==> config.mk <==
export PLATFORM = sky130hd
export DESIGN_NAME = piso_serializer_flat
export DESIGN_NICKNAME = d
export VERILOG_FILES = /design/src/rtl/piso_pkg.sv /design/src/rtl/piso_serializer_if.sv /design/src/rtl/shift_bit_counter.sv /design/src/rtl/piso_serializer.sv /design/src/flat_wrapper.sv
export SDC_FILE = /design/constraint.sdc
export NUM_CORES = 1
export LEC_CHECK = 0
export ABC_AREA = 1
export BUFFER_PORTS_ARGS = -buffer_cell sky130_fd_sc_hd__buf_2
export CAP_MARGIN = 20
export CORE_MARGIN = 2
export CORE_UTILIZATION = 55
export DETAILED_ROUTE_END_ITERATION = 16
export GPL_TIMING_DRIVEN = 0
export HOLD_SLACK_MARGIN = 0.1
export PLACE_DENSITY_LB_ADDON = 0.1
export SYNTH_ARGS = -nofsm -noshare
export SYNTH_HDL_FRONTEND = slang
export SYNTH_SLANG_ARGS = --single-unit
==> constraint.sdc <==
create_clock -name clk -period 3.9 [get_ports clk]
set_input_delay 0.39 -clock clk [delete_from_list [all_inputs] [get_ports clk]]
set_output_delay 0.39 -clock clk [all_outputs]
set_load 0.005 [all_outputs]
==> src/rtl/piso_pkg.sv <==
// Shared types and constants for the parallel-in/serial-out shifter.
package piso_pkg;

  typedef enum logic {
    IDLE  = 1'b0,
    SHIFT = 1'b1
  } state_e;

  localparam logic MODE_ONESHOT = 1'b0;
  localparam logic MODE_CIRC    = 1'b1;

endpackage

==> src/rtl/piso_serializer_if.sv <==
// Word-load handshake and serial output bundle of the PISO shifter.
interface piso_serializer_if #(
  parameter int unsigned WIDTH = 7
);

  logic             mode;
  logic             in_valid;
  logic             in_ready;
  logic [WIDTH-1:0] datain;
  logic             dataout;
  logic             out_valid;
  logic             frame_start;
  logic             done;

  // Producer side: offers words, observes the serial stream.
  modport master (
    output mode, in_valid, datain,
    input  in_ready, dataout, out_valid, frame_start, done
  );

  // Shifter side.
  modport slave (
    input  mode, in_valid, datain,
    output in_ready, dataout, out_valid, frame_start, done
  );

endinterface

==> src/rtl/shift_bit_counter.sv <==
// Bit position within the current frame; saturates at LIMIT and only returns
// to zero through an explicit clear.
module shift_bit_counter #(
  parameter int unsigned CNT_W = 3,
  parameter int unsigned LIMIT = 6
) (
  input  logic             clk,
  input  logic             rst,
  input  logic             clear,
  input  logic             enable,
  output logic [CNT_W-1:0] count,
  output logic             at_limit
);

  logic [CNT_W-1:0] count_q;

  assign count    = count_q;
  assign at_limit = (count_q == CNT_W'(LIMIT));

  // Clear wins over enable; the count holds once it reaches LIMIT.
  always_ff @(posedge clk) begin
    if (!rst) begin
      count_q <= '0;
    end else if (clear) begin
      count_q <= '0;
    end else if (enable && !at_limit) begin
      count_q <= count_q + CNT_W'(1);
    end
  end

endmodule

==> src/rtl/piso_serializer.sv <==
// Parametrised parallel-in/serial-out shifter with valid/ready word loading,
// gap-free back-to-back framing and an optional circular repeat mode.
module piso_serializer
  import piso_pkg::*;
#(
  parameter int unsigned WIDTH     = 7,
  parameter bit          MSB_FIRST = 1'b1,
  parameter int unsigned CNT_W     = $clog2(WIDTH)
) (
  input logic               clk,
  input logic               rst,
  piso_serializer_if.slave  bus
);

  state_e           state_q;
  logic [WIDTH-1:0] shift_q;
  logic [WIDTH-1:0] shift_d;
  logic [WIDTH-1:0] shadow_q;
  logic             mode_q;
  logic             dataout_q;
  logic             out_valid_q;
  logic             frame_start_q;
  logic             done_q;

  logic [CNT_W-1:0] count;
  logic             at_limit;
  logic             in_ready;
  logic             accept;
  logic             shifting;
  logic             head;

  // A new word can only enter while idle or on the last bit of a frame.
  assign shifting = (state_q == SHIFT);
  assign in_ready = (state_q == IDLE) || (shifting && at_limit);
  assign accept   = bus.in_valid && in_ready;
  assign head     = MSB_FIRST ? shift_q[WIDTH-1] : shift_q[0];

  // Next contents of the shift register after one bit leaves the head.
  always_comb begin
    shift_d = shift_q;
    if (MSB_FIRST) begin
      shift_d = {shift_q[WIDTH-2:0], 1'b0};
    end else begin
      shift_d = {1'b0, shift_q[WIDTH-1:1]};
    end
  end

  // Counter restarts whenever a frame (re)starts or the block sits idle.
  shift_bit_counter #(
    .CNT_W (CNT_W),
    .LIMIT (WIDTH - 1)
  ) u_cnt (
    .clk      (clk),
    .rst      (rst),
    .clear    (in_ready),
    .enable   (shifting),
    .count    (count),
    .at_limit (at_limit)
  );

  // Framing FSM, shift/shadow registers and registered serial outputs.
  always_ff @(posedge clk) begin
    if (!rst) begin
      state_q       <= IDLE;
      shift_q       <= '0;
      shadow_q      <= '0;
      mode_q        <= MODE_ONESHOT;
      dataout_q     <= 1'b0;
      out_valid_q   <= 1'b0;
      frame_start_q <= 1'b0;
      done_q        <= 1'b0;
    end else begin
      out_valid_q   <= shifting;
      dataout_q     <= shifting && head;
      frame_start_q <= shifting && (count == '0);
      done_q        <= shifting && at_limit;

      if (accept) begin
        shift_q  <= bus.datain;
        shadow_q <= bus.datain;
        mode_q   <= bus.mode;
        state_q  <= SHIFT;
      end else if (shifting) begin
        if (!at_limit) begin
          shift_q <= shift_d;
        end else if (mode_q == MODE_CIRC) begin
          shift_q <= shadow_q;
        end else begin
          state_q <= IDLE;
        end
      end
    end
  end

  assign bus.in_ready    = in_ready;
  assign bus.dataout     = dataout_q;
  assign bus.out_valid   = out_valid_q;
  assign bus.frame_start = frame_start_q;
  assign bus.done        = done_q;

endmodule

==> src/flat_wrapper.sv <==
// flat-port wrapper written by rule: the top's interface ports become plain ports
module piso_serializer_flat import piso_pkg::*;
#(
  parameter int unsigned WIDTH     = 7,
  parameter bit          MSB_FIRST = 1'b1,
  parameter int unsigned CNT_W     = $clog2(WIDTH)
)
  (clk, rst, bus_mode, bus_in_valid, bus_datain, bus_in_ready, bus_dataout, bus_out_valid, bus_frame_start, bus_done);
  piso_serializer_if #(.WIDTH(WIDTH)) bus_i ();
  input logic clk;
  input logic rst;
  input wire logic [$bits(bus_i.mode)-1:0] bus_mode;
  input wire logic [$bits(bus_i.in_valid)-1:0] bus_in_valid;
  input wire logic [$bits(bus_i.datain)-1:0] bus_datain;
  output wire logic [$bits(bus_i.in_ready)-1:0] bus_in_ready;
  output wire logic [$bits(bus_i.dataout)-1:0] bus_dataout;
  output wire logic [$bits(bus_i.out_valid)-1:0] bus_out_valid;
  output wire logic [$bits(bus_i.frame_start)-1:0] bus_frame_start;
  output wire logic [$bits(bus_i.done)-1:0] bus_done;
  assign bus_i.mode = bus_mode;
  assign bus_i.in_valid = bus_in_valid;
  assign bus_i.datain = bus_datain;
  assign bus_in_ready = bus_i.in_ready;
  assign bus_dataout = bus_i.dataout;
  assign bus_out_valid = bus_i.out_valid;
  assign bus_frame_start = bus_i.frame_start;
  assign bus_done = bus_i.done;
  piso_serializer #(.WIDTH(WIDTH), .MSB_FIRST(MSB_FIRST), .CNT_W(CNT_W)) u_core (.clk(clk), .rst(rst), .bus(bus_i));
endmodule
# Word level (Yosys, flattened, before mapping)
# Cells that the tools add are included.
dict set report word_totals {
  ff_bits 23
  input_bits 11
  output_inout_bits 5
  wordCells 33
}
dict set report op_classes {
  addsub 1
  eq_ne 2
  mux 8
  bitwise_logic 2
  reduce_logical 11
}
# cell count
set op_table {}
lappend op_table {{2-to-1 mux 7 bit} 4}
lappend op_table {{logical AND 1 bit} 5}
lappend op_table {{2-to-1 mux 1 bit} 4}
lappend op_table {{adder 3 x 1 -> 3 bit (second input constant)} 1}
lappend op_table {{equality test 3 bit (second input constant)} 1}
lappend op_table {{zero test 3 bit} 1}
lappend op_table {{!= test 3 x 2 -> 1 bit (second input constant)} 1}
lappend op_table {{NOT 1 bit} 2}
lappend op_table {{AND reduction 2 bit} 1}
lappend op_table {{nonzero test 2 bit} 1}
lappend op_table {{OR reduction 2 bit} 1}
lappend op_table {{zero test 1 bit} 1}
lappend op_table {{logical OR 1 bit} 1}

# Depth between registers and ports, before layout
dict set report logic_depth {
  depth_word 6
  mapped_depth 11
  mapped_depth_nobuf 9
}

# Cells and area by module
# Synthesis repeated with hierarchy kept, for this count alone.
dict set report hier_totals {
  hier_cells 159
  hier_area_um2 1121.1
}
# mod n_inst cells_per_inst area_per_inst_um2 seq_area_each_um2
set by_module_without_submodules {}
lappend by_module_without_submodules {piso_serializer 1 133 949.7 400.4}
lappend by_module_without_submodules {shift_bit_counter 1 26 171.4 60.1}

# Worst setup path before layout
# Ideal clock, no wire load.
dict set report synth_path {
  path_type {register -> output}
  from {register u_core.u_cnt.count_q[0] (netlist: u_core.u_cnt.count[0])}
  to {output bus_in_ready}
  arrival_time_ps 996
  required_time_ps 3510
  setup_slack_ps 2514
  stages_incl_launch_ff 7
  n_path_buf 2
  path_cell_list {dfxtp_1 > inv_1 > ha_1 > buf_6 > nand2_8 > nand2_4 > buf_6}
}
dict set report synth_between {
  elab_chain_cells 3
}
# item line
set synth_lines {}
lappend synth_lines {{from (decl)} shift_bit_counter.sv:15} ;# logic [CNT_W-1:0] count_q;
lappend synth_lines {{from (signal assigned)} shift_bit_counter.sv:27} ;# count_q <= count_q + CNT_W'(1);
lappend synth_lines {{equality test 3 bit} shift_bit_counter.sv:18} ;# assign at_limit = (count_q == CNT_W'(LIMIT));
lappend synth_lines {{logical AND 1 bit} piso_serializer.sv:34} ;# assign in_ready = (state_q == IDLE) || (shifting && at_limit);
lappend synth_lines {{logical OR 1 bit} piso_serializer.sv:34}
lappend synth_lines {{to (decl)} flat_wrapper.sv:15} ;# output wire logic [$bits(bus_i.in_ready)-1:0] bus_in_ready;
# Every way passes these cells.

# Worst setup path in the final report
# Same ends and word-level chain as after synthesis.

==> impl_metrics.env <==
export IMPL_finalMaxSlewViolations=0
export IMPL_yosysWarnings=0
export IMPL_grt_pass1_vias=741
export IMPL_setup_viol_count_final=0
export IMPL_row_count=15
export IMPL_gr_total_overflow=0
export IMPL_synth_mux_area_fraction=0
export IMPL_first_pass_iters=4
export IMPL_fin_crit_ps=1930
export IMPL_fin_crit_sh=0.496
export IMPL_via_per_inst=5.01
export IMPL_synth_top_cell_area_share=0.443
export IMPL_cts_buffers=3
export IMPL_avgSynthCellArea_um2=7.75
export IMPL_ant_nets=0
export IMPL_worst_hold_path_type="in2reg"
export IMPL_path_class="reg2out"
export IMPL_synth_xor_area_share=0.00843
export IMPL_seq_power_share=0.609
export IMPL_stdcell_area_um2=1170
export IMPL_wl_per_cell_um=11.3
export IMPL_die_width_um=47.5
export IMPL_max_freq_ghz=0.517
export IMPL_synthAdderAreaFrac=0.0361
export IMPL_regToRegEndpoint="u_core.shadow_q[6]"
export IMPL_hold_viol_final=0
export IMPL_die_area_um2=2250
export IMPL_clkSinkCount=23
export IMPL_wl_um=2000
export IMPL_finalSetupTns_ps=0
export IMPL_fin_cells=177
export IMPL_reg2reg_depth=9
export IMPL_fin_skew_ps=2.13
export IMPL_worstPathMaxFanout=10
export IMPL_via_count=886
export IMPL_clk_pin_slew_ps=120
export IMPL_maxCapViolCount=0
export IMPL_crit_start="u_core.u_cnt.count[0]"
export IMPL_seq_area_frac_synth=0.443
export IMPL_yosys_area_top_type="dfxtp_1"
export IMPL_setup_ws_ps=1970
export IMPL_cts_buffer_depth=2
export IMPL_cts_tree="built"
export IMPL_start_kind="register"
export IMPL_synth_cells=134
export IMPL_dp_hpwl_um=1440
export IMPL_synth_top_cells_by_area="dfxtp_1 44%, nand2_1 17%, nand3_1 6.3%"
export IMPL_place_ws_ps=2300
export IMPL_vdd_drop_max_mv=0.266
export IMPL_swShare=0.262
export IMPL_portBuffers=14
export IMPL_grt_pass1_wl_um=3180
export IMPL_nNetsFinal=167
export IMPL_cts_max_level=1
export IMPL_cts_root_buf="clkbuf_4"
export IMPL_pwr_share_comb=0.137
export IMPL_post_cts_buffers=0
export IMPL_worstMarginPinSlew_ps=364
export IMPL_initial_core_util=0.595
export IMPL_p_clk_frac=0.254
export IMPL_synth_top_family_by_area="simple AND/OR/NAND/NOR gates"
export IMPL_holdBufCountCts=0
export IMPL_p_per_area_nw_per_um2=358
export IMPL_p_switching_w=0.000109
export IMPL_grt_usage=0.201
export IMPL_p_int_w=0.000309
export IMPL_status="finished clean"
export IMPL_dpl_cell_count=173
export IMPL_drive_gt1_frac=0.204
export IMPL_dpl_cell_area_um2=1140
export IMPL_finalPower_w=0.000418
export IMPL_synth_simple_area_share=0.345
export IMPL_n_fill_cell=158
export IMPL_cts_resized=0
export IMPL_cp_end_kind="output pin"
export IMPL_insertion_delay_ps=300
export IMPL_synthesis_area_um2=1040
export IMPL_synth_seq_cells=23
export IMPL_diodes=0
export IMPL_rsz0062_at_grt="no"
export IMPL_max_slew_margin=0.756
export IMPL_crit_arrival_ps=1540
export IMPL_synth_cell_types=17
export IMPL_antenna_found_initial=0
export IMPL_r2r_slack_ps=2380
export IMPL_synth_compound_area_frac=0.0843
export IMPL_grt_max_degree=14
export IMPL_syn_to_final_growth_pct=12.4
export IMPL_core_region_area_um2=1750
export IMPL_syn_num_nets=148
export IMPL_die_h_um=47.5
export IMPL_cp_required_ps=3510
export IMPL_p_leak_nw=0.575
export IMPL_drc_errors=0
export IMPL_io_pin_count=16
export IMPL_crit_end="bus_in_ready"
export IMPL_crit_reg2reg_launch="u_core.u_cnt.count[0]"
export IMPL_routabilityCongestion=0.847
export IMPL_drt_iter0_drc=31
==> layer usage <==
metal / part of all wire / global-route usage
met1: 0.46 / 0.277
met2: 0.48 / 0.327
met3: 0.048 / 0.0302
met4: 0.0085 / 0.0611
met5: 0 / 0
==> cells in the mapped netlist, drive strengths merged <==
| cell | number |
|---|---|
| nand2 | 52 |
| xnor2 | 1 |
| dfxtp | 23 |
| o21ai | 3 |
| nand3 | 15 |
| a21oi | 10 |
| ha | 3 |
| buf | 5 |
| inv | 8 |
| nor2 | 13 |
| clkinv | 1 |
==> power groups by stage <==
| stage | combinational, W | clock (W) | sequential (W) |
|---|---|---|---|
| final | 0.0000572 | 0.000106 | 0.000255 |
| after global routing | 0.0000654 | 0.000116 | 0.000256 |
| after CTS | 0.0000574 | 0.000109 | 0.000255 |
| after detailed placement | 0.0000572 | 0 | 0.000260 |
| after global placement | 0.0000558 | 0 | 0.000259 |
| after floorplan | 0.0000413 | 0 | 0.000258 |
==> stage by stage <==
step	util	hold WS [ps]
finish	0.669	343
global route	0.669	355
CTS	0.669	345
detailed placement	0.653	427
global placement	0.653	425
floorplan	-	408
==> worst min path at each step <==
stage / startpoint / to / slack (ps) / cells past startpoint
final: bus_mode / u_core.mode_q / 340 / 3
after global routing: rst / u_core.shift_q[3] / 360 / 3
after CTS: bus_mode / u_core.mode_q / 350 / 3
after detailed placement: u_core.shift_q[6] / u_core.bus.dataout / 430 / 2
after global placement: u_core.shift_q[6] / u_core.bus.dataout / 430 / 2
after floorplan: u_core.shift_q[6] / u_core.bus.dataout / 410 / 2
==> cells in the final DEF (no fill, tap or decap), drive strengths merged <==
cell,count
o21ai,3
nor2,13
ha,3
nand2,52
buf,19
clkinv,2
nand3,15
xnor2,1
inv,8
a21oi,10
dfxtp,23
clkbuf,3
==> area by class of cell <==
class | count | area, um^2 | share of cell area
Clock inverter | 1 | 5.00 | 0.00429
Multi-Input combinational cell | 97 | 492 | 0.421
Inverter | 9 | 33.8 | 0.0289
Clock buffer | 3 | 22.5 | 0.0193
Buffer | 5 | 52.6 | 0.0450
Tap cell | 25 | 31.3 | 0.0268
Timing Repair Buffer | 14 | 70.1 | 0.0600
Sequential cell | 23 | 460 | 0.394
==> critical path, cell delays in order, from the launching register on <==
cell and delay, ps:
dfxtp_1 370, inv_1 70, ha_1 200, buf_6 140, nand2_8 110, nand2_4 70, buf_6 150, buf_2 130
==> kinds of logic (layout without fill, tap and decap cells) <==
kind of cell,count (synthesis),after routing
and+or+nand+nor,80,80
DFF,23,23
buffers and inverters,14,32
AOI/OAI and AO/OA,13,13
adders and majority gates,3,3
xor gates and xnor gates,1,1
==> state kept, by name, summed over array words and instances, names as in the netlist <==
name and flops:
u_core.shift_q 7, u_core.shifting 1, u_core.bus.done 1, u_core.u_cnt.count 3, u_core.bus.dataout 1, u_core.shadow_q 7, u_core.mode_q 1, u_core.bus.out_valid 1
u_core.bus.frame_start 1
No activity file was read; power rests on OpenSTA's default activity.
